File: config.mk
export PLATFORM = sky130hd
export DESIGN_NAME = tick_stream_arbiter_flat
export DESIGN_NICKNAME = d
export VERILOG_FILES = /design/src/rtl/tick_stream_arbiter_if.sv /design/src/rtl/tick_stream_arbiter.sv /design/src/flat_wrapper.sv
export SDC_FILE = /design/constraint.sdc
export NUM_CORES = 1
export LEC_CHECK = 0
export CAP_MARGIN = 20
export CORE_UTILIZATION = 30
export CTS_BUF_LIST = sky130_fd_sc_hd__clkbuf_4
export CTS_CLUSTER_DIAMETER = 100
export DETAILED_ROUTE_END_ITERATION = 8
export MAX_ROUTING_LAYER = met4
export SLEW_MARGIN = 10
export SYNTH_ARGS = -nofsm -noshare
export SYNTH_HDL_FRONTEND = slang
export SYNTH_SLANG_ARGS = --single-unit
File: constraint.sdc
create_clock -name clk -period 3.4 [get_ports clk]
set_clock_uncertainty 0.05 [all_clocks]
set_input_delay 0.68 -clock clk [delete_from_list [all_inputs] [get_ports clk]]
set_output_delay 0.68 -clock clk [all_outputs]
set_load 0.01 [all_outputs]
File: src/rtl/tick_stream_arbiter_if.sv
// Merged tick stream from the arbiter to the book builder.
//   tick_price/qty/is_buy : tick payload
//   tick_src              : originating source index (0 = feed A, 1 = feed B)
//   tick_valid            : payload valid, held until accepted
//   tick_ready            : consumer accepts when high together with valid
interface tick_stream_arbiter_if;
  logic [31:0] tick_price;
  logic [31:0] tick_qty;
  logic        tick_is_buy;
  logic        tick_src;
  logic        tick_valid;
  logic        tick_ready;

  modport master (
    output tick_price, tick_qty, tick_is_buy, tick_src, tick_valid,
    input  tick_ready
  );

  modport slave (
    input  tick_price, tick_qty, tick_is_buy, tick_src, tick_valid,
    output tick_ready
  );
endinterface

File: src/rtl/tick_stream_arbiter.sv
// Merges two single-cycle tick strobes into one valid/ready stream.
// Each source is absorbed by a FIFO; a round-robin arbiter drains the FIFOs
// into a single registered output stage.
//   clk, rst_n            : clock, async active-low reset
//   s0_tick_*, s1_tick_*  : per-source tick payload and strobe (no backpressure)
//   cfg_src_en            : bit i = 0 ignores source i input
//   clr_stats             : one-cycle pulse clearing drop counters and flags
//   m                     : merged output stream (master side)
//   drop_cnt0/1           : saturating count of ticks lost to a full FIFO
//   ovf_flag              : sticky per-source drop indication
module tick_stream_arbiter #(
  parameter int unsigned FIFO_DEPTH = 4,
  parameter int unsigned CNT_W      = 16
) (
  input  logic                    clk,
  input  logic                    rst_n,
  input  logic [31:0]             s0_tick_price,
  input  logic [31:0]             s0_tick_qty,
  input  logic                    s0_tick_is_buy,
  input  logic                    s0_tick_valid,
  input  logic [31:0]             s1_tick_price,
  input  logic [31:0]             s1_tick_qty,
  input  logic                    s1_tick_is_buy,
  input  logic                    s1_tick_valid,
  input  logic [1:0]              cfg_src_en,
  input  logic                    clr_stats,
  tick_stream_arbiter_if.master   m,
  output logic [CNT_W-1:0]        drop_cnt0,
  output logic [CNT_W-1:0]        drop_cnt1,
  output logic [1:0]              ovf_flag
);

  localparam int unsigned DATA_W = 65;
  localparam int unsigned PTR_W  = $clog2(FIFO_DEPTH);
  localparam int unsigned FILL_W = PTR_W + 1;

  // FIFO storage and state
  logic [DATA_W-1:0] mem_q      [2][FIFO_DEPTH];
  logic [PTR_W-1:0]  wr_ptr_q   [2];
  logic [PTR_W-1:0]  wr_ptr_d   [2];
  logic [PTR_W-1:0]  rd_ptr_q   [2];
  logic [PTR_W-1:0]  rd_ptr_d   [2];
  logic [FILL_W-1:0] fill_q     [2];
  logic [FILL_W-1:0] fill_d     [2];

  // Statistics
  logic [CNT_W-1:0]  drop_cnt_q [2];
  logic [CNT_W-1:0]  drop_cnt_d [2];
  logic [1:0]        ovf_q, ovf_d;

  // Arbiter and output stage
  logic              last_grant_q, last_grant_d;
  logic [DATA_W-1:0] out_data_q, out_data_d;
  logic              out_src_q, out_src_d;
  logic              out_valid_q, out_valid_d;

  // Combinational control
  logic [DATA_W-1:0] entry_in [2];
  logic [1:0]        push_req;
  logic [1:0]        push_ok;
  logic [1:0]        drop;
  logic [1:0]        nonempty;
  logic [1:0]        pop;
  logic              out_free;
  logic              grant_vld;
  logic              grant_src;

  assign entry_in[0] = {s0_tick_is_buy, s0_tick_qty, s0_tick_price};
  assign entry_in[1] = {s1_tick_is_buy, s1_tick_qty, s1_tick_price};
  assign push_req    = {s1_tick_valid, s0_tick_valid} & cfg_src_en;

  // Round-robin grant on start-of-cycle occupancy; only when the output can load
  always_comb begin
    nonempty[0] = (fill_q[0] != '0);
    nonempty[1] = (fill_q[1] != '0);
    out_free    = !out_valid_q || m.tick_ready;
    grant_vld   = out_free && (nonempty != 2'b00);
    // With a single non-empty FIFO, nonempty[1] names it directly
    grant_src   = (nonempty == 2'b11) ? ~last_grant_q : nonempty[1];
    pop[0]      = grant_vld && !grant_src;
    pop[1]      = grant_vld &&  grant_src;
  end

  // FIFO pointers, fill levels and drop accounting
  always_comb begin
    push_ok = '0;
    drop    = '0;
    for (int i = 0; i < 2; i++) begin
      wr_ptr_d[i]   = wr_ptr_q[i];
      rd_ptr_d[i]   = rd_ptr_q[i];
      fill_d[i]     = fill_q[i];
      drop_cnt_d[i] = drop_cnt_q[i];

      // A full FIFO still accepts when it is popped in the same cycle
      push_ok[i] = push_req[i] && ((fill_q[i] < FILL_W'(FIFO_DEPTH)) || pop[i]);
      drop[i]    = push_req[i] && !push_ok[i];

      if (push_ok[i]) wr_ptr_d[i] = wr_ptr_q[i] + PTR_W'(1);
      if (pop[i])     rd_ptr_d[i] = rd_ptr_q[i] + PTR_W'(1);

      if (push_ok[i] && !pop[i])      fill_d[i] = fill_q[i] + FILL_W'(1);
      else if (!push_ok[i] && pop[i]) fill_d[i] = fill_q[i] - FILL_W'(1);

      // Clear wins over a same-cycle drop
      if (clr_stats)
        drop_cnt_d[i] = '0;
      else if (drop[i] && (drop_cnt_q[i] != {CNT_W{1'b1}}))
        drop_cnt_d[i] = drop_cnt_q[i] + CNT_W'(1);
    end
    ovf_d = clr_stats ? 2'b00 : (ovf_q | drop);
  end

  // Output register: load on grant, invalidate when free and idle, else hold
  always_comb begin
    out_data_d   = out_data_q;
    out_src_d    = out_src_q;
    out_valid_d  = out_valid_q;
    last_grant_d = last_grant_q;
    if (grant_vld) begin
      out_data_d   = mem_q[grant_src][rd_ptr_q[grant_src]];
      out_src_d    = grant_src;
      out_valid_d  = 1'b1;
      last_grant_d = grant_src;
    end else if (out_free) begin
      out_valid_d  = 1'b0;
    end
  end

  // FIFO storage needs no reset; occupancy is tracked by fill_q
  always_ff @(posedge clk) begin
    for (int i = 0; i < 2; i++) begin
      if (push_ok[i]) mem_q[i][wr_ptr_q[i]] <= entry_in[i];
    end
  end

  // State registers
  always_ff @(posedge clk or negedge rst_n) begin
    if (!rst_n) begin
      for (int i = 0; i < 2; i++) begin
        wr_ptr_q[i]   <= '0;
        rd_ptr_q[i]   <= '0;
        fill_q[i]     <= '0;
        drop_cnt_q[i] <= '0;
      end
      ovf_q        <= 2'b00;
      last_grant_q <= 1'b1;
      out_data_q   <= '0;
      out_src_q    <= 1'b0;
      out_valid_q  <= 1'b0;
    end else begin
      for (int i = 0; i < 2; i++) begin
        wr_ptr_q[i]   <= wr_ptr_d[i];
        rd_ptr_q[i]   <= rd_ptr_d[i];
        fill_q[i]     <= fill_d[i];
        drop_cnt_q[i] <= drop_cnt_d[i];
      end
      ovf_q        <= ovf_d;
      last_grant_q <= last_grant_d;
      out_data_q   <= out_data_d;
      out_src_q    <= out_src_d;
      out_valid_q  <= out_valid_d;
    end
  end

  assign m.tick_price  = out_data_q[31:0];
  assign m.tick_qty    = out_data_q[63:32];
  assign m.tick_is_buy = out_data_q[64];
  assign m.tick_src    = out_src_q;
  assign m.tick_valid  = out_valid_q;

  assign drop_cnt0 = drop_cnt_q[0];
  assign drop_cnt1 = drop_cnt_q[1];
  assign ovf_flag  = ovf_q;

endmodule

File: src/flat_wrapper.sv
// flat-port wrapper written by rule: the top's interface ports become plain ports
module tick_stream_arbiter_flat 
#(
  parameter int unsigned FIFO_DEPTH = 4,
  parameter int unsigned CNT_W      = 16
)
  (clk, rst_n, s0_tick_price, s0_tick_qty, s0_tick_is_buy, s0_tick_valid, s1_tick_price, s1_tick_qty, s1_tick_is_buy, s1_tick_valid, cfg_src_en, clr_stats, drop_cnt0, drop_cnt1, ovf_flag, m_tick_price, m_tick_qty, m_tick_is_buy, m_tick_src, m_tick_valid, m_tick_ready);
  tick_stream_arbiter_if m_i ();
  input  logic clk;
  input  logic rst_n;
  input  logic [31:0] s0_tick_price;
  input  logic [31:0] s0_tick_qty;
  input  logic s0_tick_is_buy;
  input  logic s0_tick_valid;
  input  logic [31:0] s1_tick_price;
  input  logic [31:0] s1_tick_qty;
  input  logic s1_tick_is_buy;
  input  logic s1_tick_valid;
  input  logic [1:0] cfg_src_en;
  input  logic clr_stats;
  output logic [CNT_W-1:0] drop_cnt0;
  output logic [CNT_W-1:0] drop_cnt1;
  output logic [1:0] ovf_flag;
  output wire logic [$bits(m_i.tick_price)-1:0] m_tick_price;
  output wire logic [$bits(m_i.tick_qty)-1:0] m_tick_qty;
  output wire logic [$bits(m_i.tick_is_buy)-1:0] m_tick_is_buy;
  output wire logic [$bits(m_i.tick_src)-1:0] m_tick_src;
  output wire logic [$bits(m_i.tick_valid)-1:0] m_tick_valid;
  input wire logic [$bits(m_i.tick_ready)-1:0] m_tick_ready;
  assign m_tick_price = m_i.tick_price;
  assign m_tick_qty = m_i.tick_qty;
  assign m_tick_is_buy = m_i.tick_is_buy;
  assign m_tick_src = m_i.tick_src;
  assign m_tick_valid = m_i.tick_valid;
  assign m_i.tick_ready = m_tick_ready;
  tick_stream_arbiter #(.FIFO_DEPTH(FIFO_DEPTH), .CNT_W(CNT_W)) u_core (.clk(clk), .rst_n(rst_n), .s0_tick_price(s0_tick_price), .s0_tick_qty(s0_tick_qty), .s0_tick_is_buy(s0_tick_is_buy), .s0_tick_valid(s0_tick_valid), .s1_tick_price(s1_tick_price), .s1_tick_qty(s1_tick_qty), .s1_tick_is_buy(s1_tick_is_buy), .s1_tick_valid(s1_tick_valid), .cfg_src_en(cfg_src_en), .clr_stats(clr_stats), .m(m_i), .drop_cnt0(drop_cnt0), .drop_cnt1(drop_cnt1), .ovf_flag(ovf_flag));
endmodule
== Yosys cells after proc, flatten, opt, wreduce, memory -nomap -nowiden ==
Memory sizes are Yosys's and may differ from the RTL's.
Index checks and enable logic that the tools add are counted.
Cells by class
  $add $sub $neg: 10
  muxes and demuxes: 26
  bitwise logic cells: 7
  reduce and logical (&&, ||, !) cells: 32
  magnitude comparators: 8
  eq/ne operators: 3
Operators with widths (count)
  260-bit 2-to-1 mux: 2
  65-bit demux with 2-bit select: 2
  65-bit 2-to-1 mux: 4
  65-bit binary-select mux with 2-bit select: 1
  16-bit 2-to-1 mux: 4
  16-bit by 1-bit adder with 16-bit output, second input constant: 2
  16-bit != test, second input constant: 2
  1-bit logical AND: 15
  3-bit 2-to-1 mux: 4
  2-bit nonzero test: 6
  3-bit >= comparator, second input constant: 3
  2-bit inverter with 3-bit output: 3
  2-bit by 1-bit adder with 2-bit output, second input constant: 4
  2-bit 2-to-1 mux: 4
  3-bit by 1-bit adder with 3-bit output, second input constant: 2
  1-bit logical NOT: 6
  3-bit by 1-bit less-than comparator with 1-bit output, second input constant: 2
  3-bit less-than comparator, second input constant: 2
  3-bit nonzero test: 2
  3-bit by 1-bit subtractor with 3-bit output, second input constant: 2
  1-bit 2-to-1 mux: 5
  1-bit logical OR: 3
  2-bit bitwise AND: 1
  2-bit equality test, second input constant: 1
  4 further kinds: 4
Word-level totals
  word-level logic and storage cells: 100
  RAM bits: 520
  output and inout bits: 101
  input bits: 138
  memories: 1
  bits in registers: 116
Memory list
  u_core.mem_q: words 2, bits a word 260, read ports 1, clocked after memory_dff 0, write ports 2, RTL line tick_stream_arbiter.sv:38  | logic [DATA_W-1:0] mem_q [2][FIFO_DEPTH];

== Depth between registers and ports, before layout ==
Gate-level depths: netlist (run 1).
  depth after elaboration: 12
  depth in mapped cells: 11
  depth with buffers taken out: 9

== Least setup slack after synthesis (run 1) ==
No wires, ideal clock.
  kind: input-to-reg
  start point: input m_tick_ready
  end point: memory u_core.mem_q[0][0] (netlist name) (enable)
  required time: 2920 ps
  setup slack: -58 ps
  buffers on the path: 0
  data arrival time: 2978 ps
  stages: 4
  path through: nand2b_1 o21ai_0 a21oi_1 and2_1
RTL lines
  start: declaration: RTL line flat_wrapper.sv:29  | input wire logic [$bits(m_i.tick_ready)-1:0] m_tick_ready;
  end: declaration: RTL line tick_stream_arbiter.sv:38

== Final worst setup path (run 1) ==
  start point: register u_core.drop_cnt_q (netlist bit u_core.drop_cnt0[2])
  end point: output drop_cnt0[2]
RTL lines
  start: declaration: RTL line tick_stream_arbiter.sv:47  | logic [CNT_W-1:0] drop_cnt_q [2];
  start signal: indexed assignment: RTL line tick_stream_arbiter.sv:155  | drop_cnt_q[i] <= drop_cnt_d[i];
  end: declaration: RTL line flat_wrapper.sv:21  | output logic [CNT_W-1:0] drop_cnt0;
No word-level cell between the ends.

==> run_results.csv, run 1 <==
group,metric,value,unit
grt,grt_pass1_wl,95.3,mm
yosys,ys_seq_area_share,73.6,%
grt,use_met1,17.4,%
yosys,synth_edf_count,520,
timing,setup_viol,0,
worst_setup_path,reg2reg_slack,680,ps
placed_design,place_congestion,0.782,
timing,final_max_slew_viol_count,0,
grt,use_met2,25.5,%
worst_hold_path,holdPathStages,1,
power,p_per_area,787,mW/mm^2
cts,cts_buffers,169,
timing,min_period_over_period,84.2,%
worst_setup_path,endpoint_kind,"output pin",
cts,path_clk_slew,70,ps
yosys,syn_nets,1819,
routing,drcViolationCount,0,
routing,drt_wl_total,62.4,mm
cts,cts_resized,0,
routing,viasPerCell,4.63,
floorplanning,die-area,0.0850,sq mm
worst_hold_path,hold_path_end,"u_core.mem_q[0][57]",
layout,fillers,7767,
status,status,"complete, no violations",
placed_design,placed_cell_area,0.0292,sq mm
grt,grt.busiest_layer,"met2",
cts,clock_latency,1050,ps
power,power.leakage,11.7,nW
job,cap_violations,0,
timing,fmax,349,MHz
cts,cts_tree,"yes",
layout,drive_gt1_share,15.8,%
grt,use_met3,4.84,%
timing,worstMarginPinSlew,790,ps
routing,drt-initial-drc-count,824,
worst_setup_path,r2r-end,"u_core.fill_q[5]",
placed_design,post-dp-hpwl,37.8,mm
cts,htreeDepth,4,
worst_setup_path,cp_cell_sequence,"clkdlybuf4s50_1",
worst_setup_path,crit_fanout,7,
placed_design,portBuffers,238,
worst_setup_path,reg2reg_from,"u_core.fill_q[2]",
yosys,syn_area,0.0252,sq mm
worst_setup_path,crit_path_start_kind,"flip-flop",
power,peakVddDrop,0.000771,V
yosys,syn_inst,1667,
routing,wire_per_inst,19.1,microns
worst_hold_path,holdCritStartpoint,"s0_tick_qty[25]",
worst_setup_path,worstPathArrival,2130,ps
floorplanning,initial_core_util,30.5,%
worst_setup_path,worstPathRequired,2670,ps
grt,grt_max_degree,131,
timing,final.setup.tns,0,ps
yosys,syn_area_per_cell,15.1,sq um
timing,hold_viol,0,
worst_hold_path,hold_class,"input pin to flip-flop",
grt,antenna_found_initial,12,
yosys,synth_seq_cells,636,
layout,area_growth_syn_to_layout,25.0,%
yosys,synth_ff_type,"edfxtp_1",
routing,drt-pass1-iter-count,5,
floorplanning,rows,105,
worst_setup_path,crit_start,"u_core.drop_cnt0[2]",
floorplanning,pin_count,239,
grt,grt_overflow,0,
worst_setup_path,path_buf_inv,1,
routing,vias,15100,
worst_setup_path,path_class,"flip-flop to output pin",
cts,clockRootBuffer,"clkbuf_4",
worst_setup_path,crit_family,"buffers and inverters",
worst_setup_path,cp_slowest_cell,"clkdlybuf4s50_1",
layout,finalNetCount,2186,
floorplanning,die_x,292,microns
worst_setup_path,max_stage_delay,590,ps
layout,fin_area,0.0315,sq mm
yosys,synthArstFlopShare,18.2,%
grt,first_global_vias,16000,
floorplanning,core,0.0825,sq mm
timing,rsz0062_at_grt,"no",
yosys,synth_cell_type_count,48,
routing,ant_nets,0,
cts,clkSinkCount,636,
timing,period_needed,2860,ps
timing,relSlewSlack,46.9,%
floorplanning,fp.dieH,292,microns
cts,clockBufferDepth,3,
yosys,yosys_warnings,0,
worst_setup_path,r2r_cells,9,
grt,grt_usage,15.4,%
state kept, by name (all words and copies together), names as in the netlist:
signal / count
u_core.m.tick_valid: 1
u_core.fill_q: 6
u_core.rd_ptr_q: 4
u_core.m.tick_src: 1
u_core.drop_cnt1: 16
u_core.ovf_flag: 2
u_core.mem_q: 520
u_core.last_grant_q: 1
u_core.drop_cnt0: 16
u_core.wr_ptr_q: 4
u_core.out_data_q: 65
cells in the mapped netlist, types with 8 or more instances:
library cell / n / area, sq um
buf_2: 24 / 120
xnor2_1: 30 / 263
a32oi_1: 65 / 569
nor2_1: 32 / 120
a21oi_1: 9 / 45.0
inv_1: 13 / 48.8
nand3_1: 79 / 395
and3_1: 10 / 62.6
clkbuf_1: 55 / 206
mux2i_1: 261 / 2610
edfxtp_1: 520 / 15600
o21ai_0: 10 / 50.1
nor4_1: 10 / 62.6
or3_1: 9 / 56.3
ha_1: 12 / 150
dfrtp_1: 115 / 2880
and2_1: 8 / 50.1
nand2_1: 338 / 1270
worst max-delay path by stage:
stage	end	slack (ps)	cells past startpoint
after global placement	u_core.fill_q[5]	240	10
after global routing	drop_cnt0[2]	330	1
after detailed placement	u_core.fill_q[5]	290	10
after floorplan	u_core.mem_q[1][0]	20	6
final	drop_cnt0[2]	540	1
after CTS	drop_cnt0[2]	360	1
placed cells by master (no fill, tap or decap), drive strengths merged, types with 4 or more instances in the layout:
| master | n |
|---|---|
| clkinv | 53 |
| mux2i | 261 |
| and3 | 10 |
| or3 | 9 |
| ha | 12 |
| nand4 | 6 |
| nand3 | 80 |
| clkbuf | 244 |
| a32oi | 65 |
| nor2 | 33 |
| o21ai | 11 |
| xnor2 | 30 |
| clkdlybuf4s50 | 237 |
| and2 | 8 |
| inv | 21 |
| nand2 | 338 |
| buf | 46 |
| diode | 19 |
| nor3 | 5 |
| a211oi | 4 |
| edfxtp | 520 |
| nor4 | 10 |
| xor2 | 6 |
| dfrtp | 115 |
| a21oi | 9 |
layer usage:
| layer | share of wire [%] | vias to the layer above |
|---|---|---|
| met2 | 50 | 386 |
| met4 | 1.8 | 0 |
| met1 | 42 | 7541 |
| met5 | 0 | - |
| li1 | - | 7077 |
| met3 | 5.8 | 104 |
cell families (layout without fill, tap and decap cells):
logic type	Yosys count	after routing	synth area share, %
AO/OA/AOI/OAI	100	100	3.22
multiplexers	264	264	10.5
flip-flops	636	636	73.6
AND/OR/NAND/NOR	514	514	8.79
XOR/XNOR	36	36	1.25
adder cells (fa/ha/maj)	14	14	0.756
other	0	19	0
buffers and inverters	103	609	1.85
where the power goes:
group	switching, mW	internal (mW)
clock	3.22	3.50
sequential	0.659	9.59
combinational	4.62	3.17
metrics by stage:
step | setup slack, ps | hold slack, ps | power [mW] | cells | util, %
2_1_floorplan | 15.8 | 334 | 15.1 | 1667 | -
3_3_place_gp | 236 | 425 | 18.1 | 2930 | 35.4
3_5_place_dp | 294 | 423 | 18.3 | 2930 | 35.4
4_1_cts | 357 | 52.1 | 25.2 | 3243 | 38.1
5_1_grt | 326 | 60.1 | 26.3 | 3259 | 38.1
6_report | 538 | 220 | 24.8 | 3262 | 38.1
area by class of cell:
type                    count  area, sq um  share of cell area, %
flip-flops and latches    636        18500                   58.9
diodes                     19         47.5                  0.151
clock buffers             244         1830                   5.82
clock inverters            66          377                   1.20
inverters                  13         48.8                  0.155
multi-input cells         928         6240                   19.9
repair buffers            286         3040                   9.66
well taps                1070         1340                   4.26
timing repair:
item / in CTS / in global routing
hold endpoints to repair: 69 / 0
hold buffers: 3 / 0
buffers inserted: 0 / 0
No activity file was read; power rests on OpenSTA's default activity.
==> inputs of run 2 (changes only) <==
Clock period 3.4 ns to 2.9 ns, I/O delays scaled along.
==> run 2 against run 1 <==
  * Count of clock-buffer cells in the layout grew 5
  * Final cell count grew 0.21%
  * First-iteration DRC count shrank 8.6%
  * Worst setup slack lost 350 ps
  * Register-to-register slack lost 500 ps
  * Routed wire length grew 3.5%
  * Die area is the same
==> run_results.csv, run 2 (synthesis results as in run 1) <==
group,metric,value,unit
worst_setup_path,crit_start,"u_core.fill_q[5]",
cts,cts_tree,"yes",
floorplanning,pin_count,239,
power,p_sw_share,34.1,%
worst_setup_path,cp_slowest_cell,"or3_1",
routing,drt-pass1-iter-count,5,
placed_design,post-dp-hpwl,39.9,mm
cts,path_clk_slew,60,ps
worst_setup_path,r2r_cells,9,
worst_setup_path,reg2reg_slack,180,ps
status,status,"complete, no violations",
layout,fillers,7743,
cts,clkSinkCount,636,
cts,cts_setup_buffers,0,
power,power.leakage,11.8,nW
worst_setup_path,reg2reg_from,"u_core.fill_q[5]",
timing,setup_ws,183,ps
worst_setup_path,crit_family,"simple AND/OR/NAND/NOR gates",
routing,drt_wl_total,64.6,mm
worst_setup_path,cp_cell_sequence,"or3_1 -> o21ai_4 -> nand2b_1 -> ha_1 -> inv_1 -> fa_1 -> xor2_1 -> nor2_1 -> xor2_1",
power,p_seq_share,41.2,%
timing,fmax,368,MHz
worst_setup_path,crit_path_start_kind,"flip-flop",
worst_hold_path,hold_class,"input pin to flip-flop",
worst_setup_path,max_stage_delay,480,ps
routing,drt-initial-drc-count,753,
timing,final_max_slew_viol_count,0,
power,peakVddDrop,0.00103,V
placed_design,placed_cell_area,0.0294,sq mm
power,clock_power_share,26.8,%
power,p_comb_share,32.0,%
floorplanning,rows,105,
cts,clock_latency,990,ps
cts,cts_buffers,169,
floorplanning,core,0.0825,sq mm
layout,fin_area,0.0317,sq mm
routing,vias,15300,
grt,first_global_vias,16000,
worst_hold_path,holdCritStartpoint,"s0_tick_price[31]",
timing,whs,188,ps
worst_setup_path,worstPathArrival,3580,ps
timing,min_period_over_period,93.7,%
worst_hold_path,holdPathStages,1,
worst_setup_path,crit_fanout,8,
layout,multi_input_area,0.00624,sq mm
worst_hold_path,hold_path_end,"u_core.mem_q[0][161]",
cts,cts_hold_buf,4,
worst_setup_path,path_class,"flip-flop to flip-flop",
worst_setup_path,timing.critical_path.mode_cell,"xor2_1",
layout,final_cell_mix,"520 x edfxtp_1, 337 x nand2_1, 261 x mux2i_1",
cts,cts_resized,0,
layout,drive_gt1_share,16.2,%
timing,relSlewSlack,49.4,%
grt,grt_max_degree,131,
placed_design,dp.cells,2941,
worst_setup_path,worstPathRequired,3760,ps
grt,grt_pass1_wl,96.9,mm
placed_design,portBuffers,238,
floorplanning,die_x,292,microns
routing,viasPerCell,4.67,
power,power.internal,19.3,mW
job,cap_violations,0,
cts,clockRootBuffer,"clkbuf_4",
power,power.switching,10.0,mW
worst_setup_path,r2r-end,"u_core.fill_q[5]",
layout,layout_commonest_cell,"edfxtp_1",
placed_design,place_congestion,0.809,
floorplanning,initial_core_util,30.5,%
layout,largest_register_ffs,520,
cts,clockBufferDepth,3,
routing,wire_per_inst,19.8,microns
timing,hold_viol,0,
placed_design,dpl_worst_slack,-122,ps
timing,setup_viol,0,
timing,final.setup.tns,0,ps
routing,drcViolationCount,0,
grt,grt_usage,15.8,%
cts,htreeDepth,4,
floorplanning,fp.dieH,292,microns
timing,rsz0062_at_grt,"no",
worst_setup_path,path_buf_inv,1,
layout,area_growth_syn_to_layout,26.0,%
layout,fin_cells,3269,
timing,worstMarginPinSlew,751,ps
floorplanning,die-area,0.0850,sq mm
timing,period_needed,2720,ps
layout,seqCellArea,0.0185,sq mm
grt,grt_overflow,0,
routing,ant_nets,0,
power,total_power,29.3,mW
worst_setup_path,endpoint_kind,"flip-flop",
power,p_per_area,926,mW/mm^2
grt,antenna_found_initial,8,
layout,final_util,38.4,%
layout,finalNetCount,2198,
## run 2: changes by cell type in the layout (fill, tap and decap cells not counted), moves of 2 or more
cell,delta
inv_6,-5
diode_2,-11
buf_12,+14
clkinvlp_4,+3
clkinv_4,-2
inv_2,+2
clkbuf_4,+5
clkinv_1,+4
buf_4,-3
## run 2: power by group through the flow
stage | combinational (mW) | clock, mW | sequential, mW
2_1_floorplan | 5.67 | 0 | 12.1
3_3_place_gp | 9.39 | 0 | 12.3
3_5_place_dp | 9.54 | 0 | 12.3
4_1_cts | 9.57 | 8.21 | 12.1
5_1_grt | 10.3 | 8.66 | 12.2
6_report | 9.39 | 7.87 | 12.1
## run 2: layout make-up
| type | count | area share (%) |
|---|---|---|
| repair buffers | 298 | 10.4 |
| clock buffers | 249 | 5.90 |
| flip-flops and latches | 636 | 58.4 |
| multi-input cells | 928 | 19.7 |
| inverters | 13 | 0.154 |
| well taps | 1070 | 4.22 |
| clock inverters | 67 | 1.10 |
| diodes | 8 | 0.0631 |
## run 2: how the worst max path moves through the flow
stage	slack [ps]	to	cells after the start
2_1_floorplan	220	u_core.mem_q[1][0]	6
3_3_place_gp	-220	u_core.fill_q[5]	10
3_5_place_dp	-120	u_core.fill_q[5]	10
4_1_cts	40	m_tick_src	1
5_1_grt	40	drop_cnt0[8]	1
6_report	180	u_core.fill_q[5]	9
## run 2: per-layer routing
metal	wire length, microns	global-route usage, %	vias up
met2	31800	25.3	421
met5	0	-	-
met3	3650	4.51	114
li1	-	-	7109
met4	1370	5.70	0
met1	27700	18.8	7608
